==> config.mk <==
export PLATFORM = sky130hd
export DESIGN_NAME = diff_frame_rx
export DESIGN_NICKNAME = d
export VERILOG_FILES = /design/src/rtl/diff_frame_rx.sv
export SDC_FILE = /design/constraint.sdc
export NUM_CORES = 1
export LEC_CHECK = 0
export BUFFER_PORTS_ARGS = -buffer_cell sky130_fd_sc_hd__buf_2
export CAP_MARGIN = 20
export CELL_PAD_IN_SITES_DETAIL_PLACEMENT = 1
export CELL_PAD_IN_SITES_GLOBAL_PLACEMENT = 1
export CORE_ASPECT_RATIO = 1.1
export CORE_UTILIZATION = 45
export DETAILED_ROUTE_END_ITERATION = 12
export MAX_ROUTING_LAYER = met4
export PLACE_DENSITY = 0.72
export SKIP_LAST_GASP = 1
export SYNTH_ARGS = -nofsm -noshare
export SYNTH_HDL_FRONTEND = slang
export SYNTH_SLANG_ARGS = --single-unit
export TNS_END_PERCENT = 30
==> constraint.sdc <==
create_clock -name clk_in -period 3.13 [get_ports clk_in]
set_clock_uncertainty 0.2 [all_clocks]
set_input_delay 0.313 -clock clk_in [delete_from_list [all_inputs] [get_ports clk_in]]
set_output_delay 0.313 -clock clk_in [all_outputs]
set_load 0.005 [all_outputs]
==> src/rtl/diff_frame_rx.sv <==
// diff_frame_rx: serial frame receiver (start, MSB-first data, even parity, stop) with code/error strobes
module diff_frame_rx #(
    parameter int BIT_CYCLES = 16,
    parameter int DATA_WIDTH = 26
) (
    input  logic                  clk_in,
    input  logic                  rst_in,
    input  logic                  data_in,
    output logic [DATA_WIDTH-1:0] code_out,
    output logic                  new_code_out,
    output logic                  error_out,
    output logic [2:0]            state_out
);
    localparam int CW = $clog2(BIT_CYCLES);
    localparam int IW = $clog2(DATA_WIDTH);

    typedef enum logic [2:0] {
        IDLE   = 3'd0,
        START  = 3'd1,
        DATA   = 3'd2,
        PARITY = 3'd3,
        STOP   = 3'd4,
        BREAK  = 3'd5
    } state_t;

    logic [1:0]            r_sync;
    state_t                r_state, w_state_nx;
    logic [CW-1:0]         r_cnt, w_cnt_nx;
    logic [IW-1:0]         r_idx, w_idx_nx;
    logic [DATA_WIDTH-1:0] r_shift, w_shift_nx;
    logic                  r_par, w_par_nx;
    logic [DATA_WIDTH-1:0] r_code, w_code_nx;
    logic                  r_new, w_new_nx;
    logic                  r_err, w_err_nx;
    logic                  w_s, w_half, w_tick;

    assign w_s    = r_sync[1];
    assign w_half = (r_cnt == CW'(BIT_CYCLES / 2 - 1));
    assign w_tick = (r_cnt == CW'(BIT_CYCLES - 1));

    assign code_out     = r_code;
    assign new_code_out = r_new;
    assign error_out    = r_err;
    assign state_out    = r_state;

    // two-flop synchronizer; resets to the idle-high line level
    always_ff @(posedge clk_in or posedge rst_in) begin
        if (rst_in) r_sync <= 2'b11;
        else        r_sync <= {r_sync[0], data_in};
    end

    // state and datapath registers
    always_ff @(posedge clk_in or posedge rst_in) begin
        if (rst_in) begin
            r_state <= IDLE;
            r_cnt   <= '0;
            r_idx   <= '0;
            r_shift <= '0;
            r_par   <= 1'b0;
            r_code  <= '0;
            r_new   <= 1'b0;
            r_err   <= 1'b0;
        end else begin
            r_state <= w_state_nx;
            r_cnt   <= w_cnt_nx;
            r_idx   <= w_idx_nx;
            r_shift <= w_shift_nx;
            r_par   <= w_par_nx;
            r_code  <= w_code_nx;
            r_new   <= w_new_nx;
            r_err   <= w_err_nx;
        end
    end

    // next-state, bit sampling, parity accumulation and strobe generation
    always_comb begin
        w_state_nx = r_state;
        w_cnt_nx   = r_cnt + 1'b1;
        w_idx_nx   = r_idx;
        w_shift_nx = r_shift;
        w_par_nx   = r_par;
        w_code_nx  = r_code;
        w_new_nx   = 1'b0;
        w_err_nx   = 1'b0;
        case (r_state)
            IDLE: begin
                w_cnt_nx = '0;
                if (!w_s) w_state_nx = START;
            end
            START: if (w_half) begin
                w_cnt_nx   = '0;
                w_idx_nx   = '0;
                w_par_nx   = 1'b0;
                w_state_nx = w_s ? IDLE : DATA;
            end
            DATA: if (w_tick) begin
                w_cnt_nx   = '0;
                w_shift_nx = {r_shift[DATA_WIDTH-2:0], w_s};
                w_par_nx   = r_par ^ w_s;
                w_idx_nx   = r_idx + 1'b1;
                if (r_idx == IW'(DATA_WIDTH - 1)) w_state_nx = PARITY;
            end
            PARITY: if (w_tick) begin
                w_cnt_nx   = '0;
                w_par_nx   = r_par ^ w_s;
                w_state_nx = STOP;
            end
            STOP: if (w_tick) begin
                w_cnt_nx   = '0;
                w_new_nx   = w_s && !r_par;
                w_err_nx   = !(w_s && !r_par);
                w_code_nx  = (w_s && !r_par) ? r_shift : r_code;
                w_state_nx = w_s ? IDLE : BREAK;
            end
            BREAK: begin
                w_cnt_nx = '0;
                if (w_s) w_state_nx = IDLE;
            end
            default: w_state_nx = IDLE;
        endcase
    end
endmodule

==> flow_summary.json <==
{
  "worst_pin_slew_ns": 0.636,
  "synth_cell_type_count": 42,
  "p_sw_uw": 570,
  "cpPeakStageDelay_ns": 0.52,
  "power.internal_uw": 1460,
  "io_pins": 34,
  "diodes": 0,
  "dp_hpwl_microns": 3530,
  "drive_above_1_share": 0.461,
  "die_x_microns": 79.2,
  "finalSetupViolCount": 0,
  "swShare": 0.281,
  "setup-tns-final_ns": 0,
  "gp_congestion": 0.699,
  "period_share": 0.716,
  "antenna_found_initial": 0,
  "hold_class": "reg -> reg",
  "clk_path_buf_depth": 2,
  "clkLatencyLatePin_ns": 0.34,
  "crit_buf_inv": 0,
  "cts_tree": "yes",
  "area_growth_pct": 15.6,
  "wirelength_microns": 5420,
  "synth_nets": 204,
  "ys_seq_area_frac": 0.587,
  "first_pass_iters": 4,
  "core_area_sq_um": 6230,
  "critPathMaxFanout": 27,
  "critPathCaptureType": "flop",
  "yosys_register_bits": 69,
  "comb_power_share": 0.132,
  "clk_pin_slew_ns": 0.08,
  "overflow": 0,
  "pre_cts_slack_ns": 0.892,
  "ys.flop_type": "dfrtp_1",
  "hold-worst-slack_ns": 0.157,
  "cp_slowest_cell": "nand2_2",
  "crit_chain": "ha_1 > and3_1 > nand2_2 > mux2_2",
  "critPathLaunchType": "flop",
  "fmax_mhz": 446,
  "maxSlewHeadroom": 0.575,
  "cts_resized": 0,
  "htree_levels": 3,
  "port_buffers": 33,
  "peakVddDrop_v": 0.000301,
  "die_h_microns": 86.9,
  "status": "completed",
  "crit_required_ns": 3.16,
  "final.setup.worst_slack_ns": 0.889,
  "nets": 245,
  "ant_nets": 0,
  "num_rows": 30,
  "syn_area_sq_um": 2950,
  "yosys.area_share.simple": 0.0705,
  "powerDensity_nw_per_um2": 596,
  "syn_area_per_cell_sq_um": 15.0,
  "synth_edf_count": 0,
  "cts-buffers-inserted": 9,
  "synth_xor_area_frac": 0.00892,
  "synth_top_family_by_area": "multiplexers",
  "via_per_inst": 5.32,
  "path_class": "reg -> reg",
  "p_leak_uw": 0.00184,
  "rsz0062_at_grt": "false",
  "grt_pass1_wl_microns": 9280,
  "cp_top_family": "simple AND/OR/NAND/NOR gates",
  "slew_violations": 0,
  "yosys_warnings": 0,
  "hold_buffers": 2,
  "clock_sinks": 69,
  "final_hold_viol_count": 0,
  "reg2reg_setup_slack_ns": 0.89,
  "post-cts-setup-buffer-count": 0,
  "synthArstFlopShare": 1.00,
  "root_buffer": "clkbuf_8",
  "period_needed_ns": 2.24,
  "arrival_ns": 2.27,
  "syn_inst": 197,
  "groute.usage.overall": 0.185,
  "maxCapViolations": 0,
  "start_util": 0.473,
  "pwr-share-seq": 0.498,
  "drt_iter0_drc": 52,
  "vias": 1719,
  "power_uw": 2030,
  "clockPowerShare": 0.370,
  "post-route-drc-count": 0,
  "dieArea_sq_um": 6880,
  "synth_fa_ha_area_frac": 0.0170,
  "synth.mux.area_fraction": 0.230,
  "synth_compound_area_frac": 0.0569,
  "grt_pass1_vias": 1848,
  "grt_max_degree": 28,
  "wl_per_cell_microns": 16.8
}
==> metrics by stage <==
step,instances,instance area [sq um],util
floorplan,197,2950,-
global placement,305,3180,0.510
detailed placement,305,3180,0.510
CTS,323,3410,0.547
global route,323,3410,0.547
finish,323,3410,0.547
==> cells in the mapped netlist, types with 2 or more instances <==
library cell,n,area share
a21boi_0,2,0.0051
a21oi_1,5,0.0085
a31oi_1,5,0.011
and3_1,2,0.0042
buf_4,4,0.010
buf_6,2,0.0076
clkbuf_1,2,0.0025
dfrtp_1,67,0.57
dfstp_2,2,0.018
ha_1,4,0.017
inv_1,6,0.0076
mux2_2,33,0.13
mux2_4,19,0.097
nand2b_1,6,0.013
nand3_1,4,0.0068
nor2_1,3,0.0038
nor3_1,2,0.0034
o21ai_0,3,0.0051
xor2_1,3,0.0089
==> power by group through the flow <==
stage               Clock, uW  Sequential (uW)  Combinational, uW
floorplan                   0              992                236
global placement            0             1020                263
detailed placement          0             1030                272
CTS                       772             1010                275
global route              816             1020                305
finish                    751             1010                268
==> sequential cells by signal (all words and copies together) (netlist names), 2 cells and up <==
register	cells
code_out	26
r_shift	26
r_idx	5
r_cnt	4
state_out	3
r_sync	2
==> cells in the final DEF (no fill, tap or decap), types with 2 or more instances in the layout <==
cell           instances
a21oi_1                5
clkinv_4               2
dfrtp_1               67
buf_2                 33
dlygate4sd3_1          2
nand2b_1               6
a21boi_0               2
inv_1                  5
clkinvlp_4             2
nor3_1                 2
a31oi_1                5
and3_1                 2
clkbuf_8              10
nand3_1                4
ha_1                   4
mux2_2                33
mux2_4                19
buf_4                  4
nor2_1                 3
dfstp_2                2
o21ai_0                3
xor2_1                 3
==> final cells by class <==
class                           count  area, sq um
Clock inverter                      6         71.3
Fill cell                         643         2830
Tap cell                           80          100
Sequential cell                    69         1730
Clock buffer                       10          138
Inverter                            6         22.5
Multi-Input combinational cell    113         1130
Timing Repair Buffer               39          215
==> worst register-to-register path, stage by stage (launching register included) <==
cell and delay, ns:
dfrtp_1 0.40, ha_1 0.26, and3_1 0.31, nand2_2 0.53, mux2_2 0.42
==> layer usage <==
layer	global-route usage	part of all wire
met5	-	0
met4	0.0826	0.024
met3	0.0534	0.035
met2	0.279	0.49
met1	0.233	0.45
==> path summary, 6_finish.rpt <==
path                                startpoint                endpoint  cells past startpoint
max                         r_cnt[0]$_DFF_PP0_  r_shift[5]$_DFFE_PP0P_                      4
min                        r_sync[0]$_DFF_PP1_     r_sync[1]$_DFF_PP1_                      0
max reg2reg                 r_cnt[0]$_DFF_PP0_  r_shift[5]$_DFFE_PP0P_                      4
min reg2reg                r_sync[0]$_DFF_PP1_     r_sync[1]$_DFF_PP1_                      0
max in group asynchronous               rst_in     r_sync[1]$_DFF_PP1_                      4
min in group asynchronous               rst_in  r_shift[8]$_DFFE_PP0P_                      3
==> kinds of logic after synthesis <==
| family | Yosys count |
|---|---|
| adders and majority gates | 4 |
| DFF | 69 |
| muxes | 54 |
| buffers and inverters | 15 |
| and+or+nand+nor | 29 |
| AOI/OAI and AO/OA | 23 |
| xor gates and xnor gates | 3 |
(Power assumes the default switching activity.)
